File: src/rtl/restador_serial.sv
// Bit-serial subtractor: one full-adder cell computes A + ~B + 1, LSB first.
// Result, borrow and signed overflow are registered on the done pulse.
module restador_serial #(
  parameter int WIDTH = 4
) (
  input  logic             clk,
  input  logic             rst_n,
  input  logic             start,
  input  logic [WIDTH-1:0] A,
  input  logic [WIDTH-1:0] B,
  output logic [WIDTH-1:0] D,
  output logic             Bout,
  output logic             ovf,
  output logic             busy,
  output logic             done
);

  localparam int CW = $clog2(WIDTH + 1);

  typedef enum logic [1:0] {
    IDLE,
    RUN,
    DONE
  } state_t;

  state_t state_q, state_d;

  logic [WIDTH-1:0] a_q, a_d;
  logic [WIDTH-1:0] b_q, b_d;
  logic [WIDTH-1:0] res_q, res_d;
  logic [WIDTH-1:0] d_q, d_d;
  logic [CW-1:0]    cnt_q, cnt_d;
  logic             carry_q, carry_d;
  logic             a_msb_q, a_msb_d;
  logic             b_msb_q, b_msb_d;
  logic             bout_q, bout_d;
  logic             ovf_q, ovf_d;
  logic             busy_q, busy_d;
  logic             done_q, done_d;

  logic nb;
  logic sum;
  logic cout;
  logic last;

  always_comb begin
    nb   = ~b_q[0];
    sum  = a_q[0] ^ nb ^ carry_q;
    cout = (a_q[0] & nb) | (carry_q & (a_q[0] ^ nb));
    last = (cnt_q == CW'(WIDTH - 1));

    state_d = state_q;
    a_d     = a_q;
    b_d     = b_q;
    res_d   = res_q;
    d_d     = d_q;
    cnt_d   = cnt_q;
    carry_d = carry_q;
    a_msb_d = a_msb_q;
    b_msb_d = b_msb_q;
    bout_d  = bout_q;
    ovf_d   = ovf_q;
    busy_d  = 1'b0;
    done_d  = 1'b0;

    case (state_q)
      IDLE, DONE: begin
        if (start) begin
          state_d = RUN;
          a_d     = A;
          b_d     = B;
          a_msb_d = A[WIDTH-1];
          b_msb_d = B[WIDTH-1];
          res_d   = '0;
          cnt_d   = '0;
          carry_d = 1'b1;
          busy_d  = 1'b1;
        end else begin
          state_d = IDLE;
        end
      end
      RUN: begin
        a_d     = a_q >> 1;
        b_d     = b_q >> 1;
        res_d   = {sum, res_q[WIDTH-1:1]};
        carry_d = cout;
        cnt_d   = cnt_q + CW'(1);
        if (last) begin
          state_d = DONE;
          done_d  = 1'b1;
          d_d     = res_d;
          bout_d  = ~cout;
          // sum here is the result MSB
          ovf_d   = (a_msb_q ^ b_msb_q) & (sum ^ a_msb_q);
        end else begin
          busy_d  = 1'b1;
        end
      end
      default: state_d = IDLE;
    endcase
  end

  always_ff @(posedge clk or negedge rst_n) begin
    if (!rst_n) begin
      state_q <= IDLE;
      a_q     <= '0;
      b_q     <= '0;
      res_q   <= '0;
      d_q     <= '0;
      cnt_q   <= '0;
      carry_q <= 1'b0;
      a_msb_q <= 1'b0;
      b_msb_q <= 1'b0;
      bout_q  <= 1'b0;
      ovf_q   <= 1'b0;
      busy_q  <= 1'b0;
      done_q  <= 1'b0;
    end else begin
      state_q <= state_d;
      a_q     <= a_d;
      b_q     <= b_d;
      res_q   <= res_d;
      d_q     <= d_d;
      cnt_q   <= cnt_d;
      carry_q <= carry_d;
      a_msb_q <= a_msb_d;
      b_msb_q <= b_msb_d;
      bout_q  <= bout_d;
      ovf_q   <= ovf_d;
      busy_q  <= busy_d;
      done_q  <= done_d;
    end
  end

  assign D    = d_q;
  assign Bout = bout_q;
  assign ovf  = ovf_q;
  assign busy = busy_q;
  assign done = done_q;

endmodule

File: config.mk
export PLATFORM = sky130hd
export DESIGN_NAME = restador_serial
export DESIGN_NICKNAME = d
export VERILOG_FILES = /design/src/rtl/restador_serial.sv
export SDC_FILE = /design/constraint.sdc
export NUM_CORES = 1
export LEC_CHECK = 0
export ABC_AREA = 1
export BUFFER_PORTS_ARGS = -buffer_cell sky130_fd_sc_hd__buf_2
export CORE_UTILIZATION = 49
export CTS_CLUSTER_DIAMETER = 80
export DETAILED_ROUTE_END_ITERATION = 10
export HOLD_SLACK_MARGIN = 0.02
export PLACE_DENSITY = 0.79
export SKIP_LAST_GASP = 1
export SLEW_MARGIN = 20
export SYNTH_ARGS = -nofsm -noshare
export SYNTH_HDL_FRONTEND = slang
export SYNTH_SLANG_ARGS = --single-unit
File: constraint.sdc
create_clock -name clk -period 1.3 [get_ports clk]
set_input_delay 0.065 -clock clk [delete_from_list [all_inputs] [get_ports clk]]
set_output_delay 0.065 -clock clk [all_outputs]
set_load 0.01 [all_outputs]
### After elaboration in Yosys (flattened, before gate mapping)

Index checks and enable logic that the tools add are counted.

* logic and storage cells: 53
* bits of input ports: 11
* output and inout port bits: 8
* bits in registers: 28

* eq/ne operators: 5
* add/subtract/negate cells: 1
* reductions and logical operators: 6
* multiplexer cells: 18
* bitwise logic cells: 10

Operators by type and width (number)
* $pmux 4 s2: 3
* $mux 4: 3
* $mux 1: 6
* $pmux 3 s2: 1
* $reduce_and 2->1: 3
* $ne 2x2->1 const B: 2
* $pmux 1 s2: 2
* $pmux 2 s2: 1
* $xor 1x1->1: 4
* $add 3x1->3 const B: 1
* $and 1x1->1: 3
* $eq 3x2->1 const B: 1
* $mux 3: 1
* $eq 2x1->1 const B: 1
* $eq 2x2->1 const B: 1
* $logic_not 2->1: 1
* $mux 2: 1
* $not 1->1: 2
* $reduce_bool 2->1: 1
* $reduce_or 2->1: 1
* $or 1x1->1: 1

### Depth between registers and ports, before layout

Gate-level depths: netlist of run 1.

* depth in word-level cells: 5
* gate-level depth with buffers: 7
* gate-level depth less buffers: 7

### Worst setup path before layout of run 1

OpenSTA, ideal clock, no wires.

* path kind: reg-to-reg
* start point: reg a_q[0]
* end point: reg ovf_q (netlist: ovf)
* setup slack: -0.009 ns
* buffers on the path: 0
* period minus slack after synthesis: 1.309 ns
* library setup time: 0.116 ns
* arrival: 1.193 ns
* required time: 1.184 ns
* cell stages (with the launch flop): 8
* cell sequence: dfrtp_1 > inv_1 > fa_1 > inv_1 > nand3_1 > nand2_1 > nand2_1 > nand2_1

* cells in the longest elaborated chain, start to end: 4

Ends and longest elaborated chain
* start, declared: RTL line 28 `logic [WIDTH-1:0] a_q, a_d;`
* start signal, assigned: RTL line 106 `a_q <= '0;`
* start signal, assigned: RTL line 120 `a_q <= a_d;`
* $xor 1x1->1 (2 in a row): RTL line 48 `sum = a_q[0] ^ nb ^ carry_q;`
* $xor 1x1->1: RTL line 94 `ovf_d = (a_msb_q ^ b_msb_q) & (sum ^ a_msb_q);`
* $and 1x1->1: RTL line 94
* end signal, assigned: RTL line 129 `ovf_q <= ovf_d;`
* end, declared: RTL line 37 `logic ovf_q, ovf_d;`

Every way passes these cells.
A chain may end at the register's enable or synchronous reset.

### Worst setup path in the final report of run 1

Same ends and word-level chain as after synthesis.

==> impl_metrics.yaml, run 1 <==
cells_and_area:
  layout-drive-gt1-share: 0.291
  diodes: 0
  syn2layout_area_growth_pct: 20.4
  final_cells: 200
  layout.nets: 187
floorplan:
  io_pins: 19
  die_x_um: 52.2
  dieArea_sq_mm: 0.00272
  die_height_um: 52.2
  rows: 17
  start_util: 0.538
  core_sq_mm: 0.00230
routing:
  wl_per_cell_um: 11.9
  first_iter_violations: 18
  wl_mm: 2.38
  via_per_inst: 4.88
  ant_nets: 0
  drc: 0
  num_vias: 976
  firstDrtPassIters: 4
grt:
  grt_pass1_wl_mm: 4.08
  grtUsageTotal: 0.205
  antenna_found_initial: 0
  grt_pass1_vias: 1037
  grt_max_degree: 28
  grt.overflow.total: 0
pwr:
  peakVddDrop_mv: 1.36
  p_leak_nw: 0.833
  powerDensity_mw_per_mm2: 2560
outcome:
  failed_checks: "negative setup slack"
  status: "complete, but fails checks"
critical_path:
  critical_path_required_ps: 1540
  crit_family: "adder cells"
  start_kind: "flip-flop"
  critPathKind: "flip-flop to flip-flop"
  path_max_fanout: 3
  end_kind: "flip-flop"
  crit_path_max_incr_delay_ps: 570
  cp.buffers_inverters: 2
  cp.arrival_ps: 1620
  crit_top_cell: "nand2_1"
  cpMaxStageDelayCell: "fa_1"
  path_cells: "inv_2 -> fa_1 -> inv_1 -> nand3_1 -> nand2_1 -> nand2_1 -> nand2_1"
  r2r_slack_ps: -80
timing:
  tightest_slew_ps: 596
  final-max-slew-violation-count: 0
  fmax_ghz: 0.724
  finalSetupViolCount: 1
  fin_ws_ps: -81.0
  fin_worst_skew_ps: 0.470
  slew_headroom: 0.603
  whs_ps: 37.3
  tns_ps: -81.0
  rsz0062_at_grt: "true"
  fin_crit_ps: 1380
  hold_viol: 0
  fin_crit_sh: 1.06
run:
  drv_cap: 0
yosys:
  netlist_instances: 138
  synth-seq-area-share: 0.547
  yosys.area_share.simple: 0.216
  syn_nets: 152
  synth_cell_types: 18
  synthAdderAreaFrac: 0.0365
  synth_top_family_by_area: "simple AND/OR/NAND/NOR gates"
  muxShareOfSynthArea: 0
  avgSynthCellArea_sq_um: 8.95
  synth-seq-cells: 27
  synth-xor-area-share: 0
  syn_area_sq_mm: 0.00123
  synth_warnings: 0
  synth_compound_area_frac: 0.0831
clock_network:
  clockBufferDepth: 2
  cts_tree: "built"
  clk_latency_ps: 330
  cts_sinks: 27
  cts_root_buffer: "clkbuf_4"
  cts-buffers-inserted: 3
  htree_levels: 1
  clkTransAtPathRegs_ps: 140
hold_path:
  hold_class: "input port to flip-flop"
placement:
  pre_cts_slack_ps: -72.9
  io_buffers: 18
  hpwl_mm: 1.78
  gp_congestion: 0.783
  dp_cells: 189
-- per-layer routing --
layer / global-route usage / share of wire / wire (um) / vias to the layer above
met5: 0 / 0 / 0 / -
met3: 0.0290 / 0.033 / 78 / 6
li1: - / - / - / 484
met2: 0.382 / 0.53 / 1250 / 24
met1: 0.225 / 0.42 / 995 / 462
met4: 0.0965 / 0.022 / 52 / 0
-- tightest hold or removal path: stages --
cell	delay (ps)
buf_2	80
inv_1	30
nand2_1	50
nand3_1	70
nand2_1	60
-- power by group --
group	leakage, nW	internal (mW)	switching, mW
sequential	0.337	1.23	0.205
clock	0.0177	0.116	0.253
combinational	0.478	0.871	1.13
total	0.833	2.21	1.59
-- sequential cells by signal, summed over array words and instances, names as in the netlist, 2 cells and up --
| signal | cells |
|---|---|
| b_q | 4 |
| a_q | 4 |
| D | 4 |
| res_q | 3 |
| state_q | 2 |
| cnt_q | 3 |
-- final timing paths --
kind                                     from                   end  cells past startpoint
max                        a_q[0]$_DFFE_PN0P_       ovf$_DFFE_PN0P_                      7
min                                      B[0]    b_q[0]$_DFFE_PN0P_                      5
max reg2reg                a_q[0]$_DFFE_PN0P_       ovf$_DFFE_PN0P_                      7
min reg2reg                  D[0]$_DFFE_PN0P_      D[0]$_DFFE_PN0P_                      2
max in group asynchronous               rst_n    a_q[3]$_DFFE_PN0P_                      2
min in group asynchronous               rst_n  res_q[2]$_DFFE_PN0P_                      2
-- metrics by stage --
step / total power, mW / cell area, sq um / util
final: 3.80 / 1490 / 0.647
after global routing: 4.15 / 1490 / 0.647
after CTS: 3.74 / 1460 / 0.636
after detailed placement: 3.34 / 1390 / 0.603
after global placement: 3.22 / 1390 / 0.603
after floorplan: 2.74 / 1230 / -
-- timing repair --
| action | 4_1_cts | 5_1_grt |
|---|---|---|
| endpoints found under the hold margin | 33 | 0 |
| endpoints found under the setup margin | 8 | 4 |
| gates cloned | 0 | 0 |
| hold buffers | 4 | 0 |
| pin swaps | 0 | 1 |
| resized for setup | 5 | 1 |
| setup buffers | 0 | 3 |
-- cell families (layout without fill, tap and decap cells) --
family / count (synthesis) / after routing
and+or+nand+nor: 61 / 61
DFF: 27 / 27
AOI/OAI and AO/OA: 16 / 16
buffers and inverters: 31 / 65
adders and majority gates: 3 / 3
-- placed cells by master (no fill, tap or decap), types with 2 or more instances in the layout --
master / count
inv_2: 2
nand2_1: 35
o21ai_1: 4
o21ai_2: 5
clkbuf_4: 3
o21ai_0: 6
nor2_1: 6
inv_1: 24
buf_2: 18
nand3_1: 14
dlygate4sd3_1: 4
nand2_2: 3
dfrtp_1: 27
buf_4: 12
-- cell type report --
class | instances | area, sq um
flip-flops and latches | 27 | 676
clock buffers | 3 | 22.5
multi-input cells | 80 | 424
inverters | 27 | 104
clock inverters | 1 | 5.00
fillers | 196 | 811
well taps | 28 | 35.0
repair buffers | 34 | 220
-- Yosys cell counts --
master / count / share of area
o21ai_2: 5 / 0.035
nand2_2: 4 / 0.020
o21ai_1: 2 / 0.0081
nand3_1: 14 / 0.057
inv_2: 1 / 0.0030
inv_1: 25 / 0.076
a21oi_2: 1 / 0.0071
ha_1: 2 / 0.020
o21ai_0: 8 / 0.032
nand2_1: 35 / 0.11
buf_4: 1 / 0.0061
nor2_4: 1 / 0.0091
dfrtp_1: 27 / 0.55
or2_2: 1 / 0.0051
fa_1: 1 / 0.016
buf_6: 3 / 0.027
nor2_1: 6 / 0.018
inv_4: 1 / 0.0051
Note: power is estimated with default switching activity, not from simulation.
==> run 2: changes to the inputs <==
- BUFFER_PORTS_ARGS: -buffer_cell sky130_fd_sc_hd__buf_2 -> not set
- CORE_UTILIZATION: 49 -> 54
- DONT_BUFFER_PORTS: not set -> 1
- PLACE_DENSITY: 0.79 -> 0.78
- SLEW_MARGIN: 20 -> not set
==> run 2 against run 1 <==
Design area down 1.8%; count of clock-buffer cells in the layout is the same; combinational power fell by 8%; the run still ends with negative setup slack left; first-iteration DRC count fell by 67%; power decreased by 2.2%; sequential cell count unchanged; setup slack barely moved; clock power is 4% higher.
==> impl_metrics.yaml, run 2 (synthesis gave the netlist of run 1 again) <==
cells_and_area:
  layout.nets: 173
  fin_area_sq_mm: 0.00146
  seq_area_sq_um: 676
  final_cells: 185
  layout-drive-gt1-share: 0.196
  syn2layout_area_growth_pct: 18.2
  multi_input_area_sq_um: 428
  final_common_cell: "nand2_1"
  utilization: 0.708
  nFillCells: 155
  most-common-layout-cells: "nand2_1 (35), dfrtp_1 (27), inv_1 (24), nand3_1 (14), dlygate4sd3_1 (10)"
  diodes: 0
critical_path:
  crit_path_start: "carry_q$_DFFE_PN0P_"
  r2r_slack_ps: -80
  path_cells: "inv_2 -> fa_1 -> inv_1 -> nand3_1 -> nand2_1 -> nand2_1 -> nand2_1"
  cpMaxStageDelayCell: "fa_1"
  worst-r2r-cell-count: 7
  critical_path_required_ps: 1540
  cp.buffers_inverters: 2
  cp.arrival_ps: 1620
  start_kind: "flip-flop"
  r2r-end: "ovf$_DFFE_PN0P_"
  path_max_fanout: 3
  cp.depth: 7
  crit_family: "adder cells"
  endpoint: "ovf$_DFFE_PN0P_"
  crit_path_max_incr_delay_ps: 580
  end_kind: "flip-flop"
  critPathKind: "flip-flop to flip-flop"
  crit_top_cell: "nand2_1"
  r2r_start: "carry_q$_DFFE_PN0P_"
timing:
  fin_ws_ps: -81.0
  finalSetupViolCount: 2
  tightest_slew_ps: 242
  fin_crit_sh: 1.06
  tns_ps: -103
  fin_worst_skew_ps: 5.06
  slew_headroom: 0.839
  final-max-slew-violation-count: 0
  hold_viol: 0
  rsz0062_at_grt: "true"
  fmax_ghz: 0.724
  fin_crit_ps: 1380
routing:
  ant_nets: 0
  wl_met2_mm: 1.17
  dr_wl_met3_um: 40
  wl_per_cell_um: 12.3
  top_layer_used: "met4"
  drc: 0
  via_per_inst: 4.84
  wl_mm: 2.28
  first_iter_violations: 6
  firstDrtPassIters: 3
  num_vias: 895
  m1WireLength_mm: 1.06
placement:
  pre_cts_slack_ps: -56.0
  hpwl_mm: 1.60
  io_buffers: 0
  dp_cells: 169
  dpl-instance-area_sq_mm: 0.00129
  gp_congestion: 0.796
grt:
  grt.overflow.total: 0
  grt_max_degree: 28
  grtUsageTotal: 0.214
  antenna_found_initial: 0
  grt_pass1_vias: 898
  grt_pass1_wl_mm: 3.91
pwr:
  peakVddDrop_mv: 1.43
  p_switching_mw: 1.59
  p_seq_frac: 0.402
  p_leak_nw: 0.777
  p_clk_frac: 0.103
  p_int_mw: 2.13
  power_frac_comb: 0.495
  p_sw_frac: 0.428
  powerDensity_mw_per_mm2: 2550
floorplan:
  rows: 16
  start_util: 0.599
  io_pins: 19
  core_sq_mm: 0.00206
  dieArea_sq_mm: 0.00248
  die_x_um: 49.8
  die_height_um: 49.8
clock_network:
  cts-buffers-inserted: 3
  clockBufferDepth: 2
  cts_root_buffer: "clkbuf_4"
  htree_levels: 1
  cts_tree: "built"
  cts_sinks: 27
  clkTransAtPathRegs_ps: 150
  clk_latency_ps: 320
run:
  drv_cap: 0
outcome:
  status: "complete, but fails checks"
  failed_checks: "negative setup slack"
hold_path:
  hold_class: "input port to async pin"
-- run 2: metal layers --
| layer | track usage | vias to the layer above |
|---|---|---|
| met4 | 0.0714 | 0 |
| met2 | 0.369 | 10 |
| met5 | 0 | - |
| met1 | 0.275 | 426 |
| li1 | - | 457 |
| met3 | 0.0278 | 2 |
-- run 2: what timing repair did --
action | CTS | global route
endpoints found under the setup margin | 7 | 9
hold buffers | 11 | 0
pin swaps | 0 | 1
buffers inserted | 0 | 1
resized for setup | 2 | 5
hold endpoints to repair | 40 | 0
-- run 2: worst min path at each step --
stage	end	slack (ps)
2_1_floorplan	Bout$_DFFE_PN0P_	-230
3_3_place_gp	D[2]$_DFFE_PN0P_	-230
3_5_place_dp	D[2]$_DFFE_PN0P_	-230
4_1_cts	D[2]$_DFFE_PN0P_	130
5_1_grt	D[2]$_DFFE_PN0P_	140
6_report	D[2]$_DFFE_PN0P_	150
-- run 2: area by class of cell --
| cell class | instances | area share |
|---|---|---|
| clock buffers | 3 | 0.0154 |
| clock inverters | 1 | 0.00600 |
| flip-flops and latches | 27 | 0.463 |
| inverters | 27 | 0.0711 |
| well taps | 27 | 0.0231 |
| repair buffers | 20 | 0.129 |
| multi-input cells | 80 | 0.293 |
-- run 2: power groups by stage --
stage | combinational (mW) | sequential [mW] | clock, mW
2_1_floorplan | 1.28 | 1.46 | 0
3_3_place_gp | 1.59 | 1.50 | 0
3_5_place_dp | 1.67 | 1.52 | 0
4_1_cts | 1.75 | 1.50 | 0.399
5_1_grt | 2.11 | 1.54 | 0.416
6_report | 1.84 | 1.50 | 0.383
-- run 2: per-stage QoR --
| step | hold WS [ps] | total power, mW |
|---|---|---|
| global route | 144 | 4.07 |
| global placement | -230 | 3.09 |
| detailed placement | -230 | 3.19 |
| floorplan | -231 | 2.74 |
| CTS | 134 | 3.65 |
| finish | 147 | 3.72 |
-- run 2: worst register-to-register path: stages (launching register included) --
cell and delay [ps]:
dfrtp_1 390, inv_2 50, fa_1 580, inv_1 70
nand3_1 60, nand2_1 50, nand2_1 50, nand2_1 40
==> run 3: changes to the inputs <==
- ABC_AREA: 1 -> not set
- CORE_UTILIZATION: 54 -> 55
- PLACE_DENSITY: 0.78 -> 0.79
==> run 3 against run 2 <==
The flow still finishes with violations (negative setup slack); setup slack got worse by 150 ps; power down 4.0%; clock power decreased by 6.0%; global-route usage is 0.20 points higher; utilization is 1.2 points lower; critical endpoint unchanged; combinational power is 10% lower.
==> impl_metrics.yaml, run 3 <==
critical_path:
  path_max_fanout: 2
  cp.arrival_ps: 1780
  cp.buffers_inverters: 1
  critPathKind: "flip-flop to flip-flop"
  critical_path_required_ps: 1550
  end_kind: "flip-flop"
  crit_path_max_incr_delay_ps: 510
  start_kind: "flip-flop"
  path_cells: "inv_2 -> fa_1 -> or3b_4 -> a31oi_2"
  crit_family: "adder cells"
  cpMaxStageDelayCell: "fa_1"
timing:
  hold_viol: 0
  fin_crit_ps: 1530
  fmax_ghz: 0.651
  tightest_slew_ps: 522
  finalSetupViolCount: 5
  rsz0062_at_grt: "true"
  whs_ps: 54.0
  fin_worst_skew_ps: 7.35
  fin_crit_sh: 1.18
  slew_headroom: 0.651
  final-max-slew-violation-count: 0
  fin_ws_ps: -235
outcome:
  status: "complete, but fails checks"
  failed_checks: "negative setup slack"
routing:
  ant_nets: 0
  firstDrtPassIters: 4
  via_per_inst: 5.55
  wl_per_cell_um: 15.2
  wl_mm: 2.47
  num_vias: 905
  first_iter_violations: 14
  drc: 0
pwr:
  peakVddDrop_mv: 1.32
  p_seq_frac: 0.438
  powerDensity_mw_per_mm2: 2320
  p_int_mw: 2.24
  p_switching_mw: 1.34
  p_leak_nw: 0.726
  power_frac_comb: 0.462
  p_sw_frac: 0.374
  total_power_mw: 3.57
  p_clk_frac: 0.101
clock_network:
  cts_root_buffer: "clkbuf_4"
  cts-buffers-inserted: 3
  clk_latency_ps: 320
  clockBufferDepth: 2
  cts_sinks: 27
  clkTransAtPathRegs_ps: 130
  htree_levels: 1
  cts_tree: "built"
hold_path:
  hold_class: "input port to flip-flop"
yosys:
  synth-seq-area-share: 0.523
  synth_warnings: 0
  yosys.area_share.simple: 0.139
  synth-seq-cells: 27
  synth_cell_types: 30
  avgSynthCellArea_sq_um: 11.4
  synth_top_area_cell: "dfrtp_1"
  synth_compound_area_frac: 0.137
  synthTopCellsByArea: "dfrtp_1 (52%), mux2i_1 (7.8%), a22o_1 (4.1%), nand2_1 (3.8%), a211oi_1 (3.5%)"
  synth-xor-area-share: 0.00678
  synthArstFlopShare: 1.00
  synth_common_cells: "dfrtp_1 (27), nand2_1 (13), mux2i_1 (10)"
  synth_top_area_frac: 0.523
  yosysMostFrequentCell: "dfrtp_1"
  syn_nets: 127
  synth_edf_count: 0
  netlist_instances: 113
  synthAdderAreaFrac: 0.0349
  muxShareOfSynthArea: 0.104
  synth_top_family_by_area: "simple AND/OR/NAND/NOR gates"
  syn_area_sq_mm: 0.00129
  synth_flop_cell: "dfrtp_1"
cells_and_area:
  diodes: 0
  fin_area_sq_mm: 0.00154
  syn2layout_area_growth_pct: 19.3
  final_common_cell: "dfrtp_1"
  layout-drive-gt1-share: 0.215
  layout.nets: 150
  most-common-layout-cells: "dfrtp_1 (27), nand2_1 (13), buf_4 (13), mux2i_1 (10), dlygate4sd3_1 (10)"
  final_cells: 163
placement:
  gp_congestion: 0.787
  pre_cts_slack_ps: -211
  hpwl_mm: 1.61
  dpl-instance-area_sq_mm: 0.00136
  io_buffers: 0
  dp_cells: 145
floorplan:
  die_height_um: 50.5
  die_x_um: 50.5
  dieArea_sq_mm: 0.00255
  io_pins: 19
  core_sq_mm: 0.00221
  start_util: 0.584
  rows: 17
grt:
  grt_pass1_wl_mm: 3.93
  grt.overflow.total: 0
  grt_max_degree: 28
  antenna_found_initial: 0
  grtUsageTotal: 0.216
  grt_pass1_vias: 880
run:
  drv_cap: 0
[run 3: path summary, 6_finish.rpt]
check,start,to,slack (ps),cells after the start
worst min register to register,res_q[1]$_DFFE_PN0P_,D[0]$_DFFE_PN0P_,520,2
worst max-delay path,carry_q$_DFFE_PN0P_,ovf$_DFFE_PN0P_,-230,4
worst max register to register,carry_q$_DFFE_PN0P_,ovf$_DFFE_PN0P_,-230,4
min in group asynchronous,rst_n,D[2]$_DFFE_PN0P_,170,2
worst min-delay path,start,b_q[0]$_DFFE_PN0P_,50,3
max in group asynchronous,rst_n,carry_q$_DFFE_PN0P_,980,2
[run 3: cells by family after synthesis]
family	after synthesis
muxes	13
DFF	27
adders and majority gates	3
buffers and inverters	13
AOI/OAI and AO/OA	27
xor gates and xnor gates	1
and+or+nand+nor	29
[run 3: layer usage]
| layer | vias to the layer above | GRT usage | wire (um) |
|---|---|---|---|
| li1 | 437 | - | - |
| met5 | - | 0 | 0 |
| met2 | 22 | 0.380 | 1250 |
| met3 | 4 | 0.0273 | 73 |
| met4 | 0 | 0.0972 | 42 |
| met1 | 442 | 0.261 | 1110 |
[run 3: worst min-delay path: stages]
cell and delay (ps):
nor2b_1 100, a211oi_1 60, a21oi_1 110
[run 3: area by class of cell]
type | instances | area, sq um
Clock buffer | 4 | 26.3
Fill cell | 167 | 672
Sequential cell | 27 | 676
Tap cell | 28 | 35.0
Multi-Input combinational cell | 73 | 559
Timing Repair Buffer | 24 | 218
Inverter | 7 | 26.3
[run 3: power groups by stage]
| stage | Clock, mW | Combinational, mW | Sequential [mW] |
|---|---|---|---|
| 2_1_floorplan | 0 | 1.10 | 1.48 |
| 3_3_place_gp | 0 | 1.34 | 1.56 |
| 3_5_place_dp | 0 | 1.43 | 1.58 |
| 4_1_cts | 0.368 | 1.52 | 1.56 |
| 5_1_grt | 0.399 | 1.84 | 1.61 |
| 6_report | 0.360 | 1.65 | 1.56 |
[run 3: per-stage QoR]
stage | util | TNS, ps
detailed placement | 0.614 | -346
global placement | 0.614 | -227
finish | 0.696 | -476
CTS | 0.683 | -356
floorplan | - | -168
global route | 0.696 | -830
[run 3: what timing repair did]
item,CTS,global route
pin swaps,1,3
setup buffers,1,2
endpoints found under the setup margin,3,7
endpoints found under the hold margin,44,0
cloned,0,0
resized for setup,1,5
hold buffers,11,0
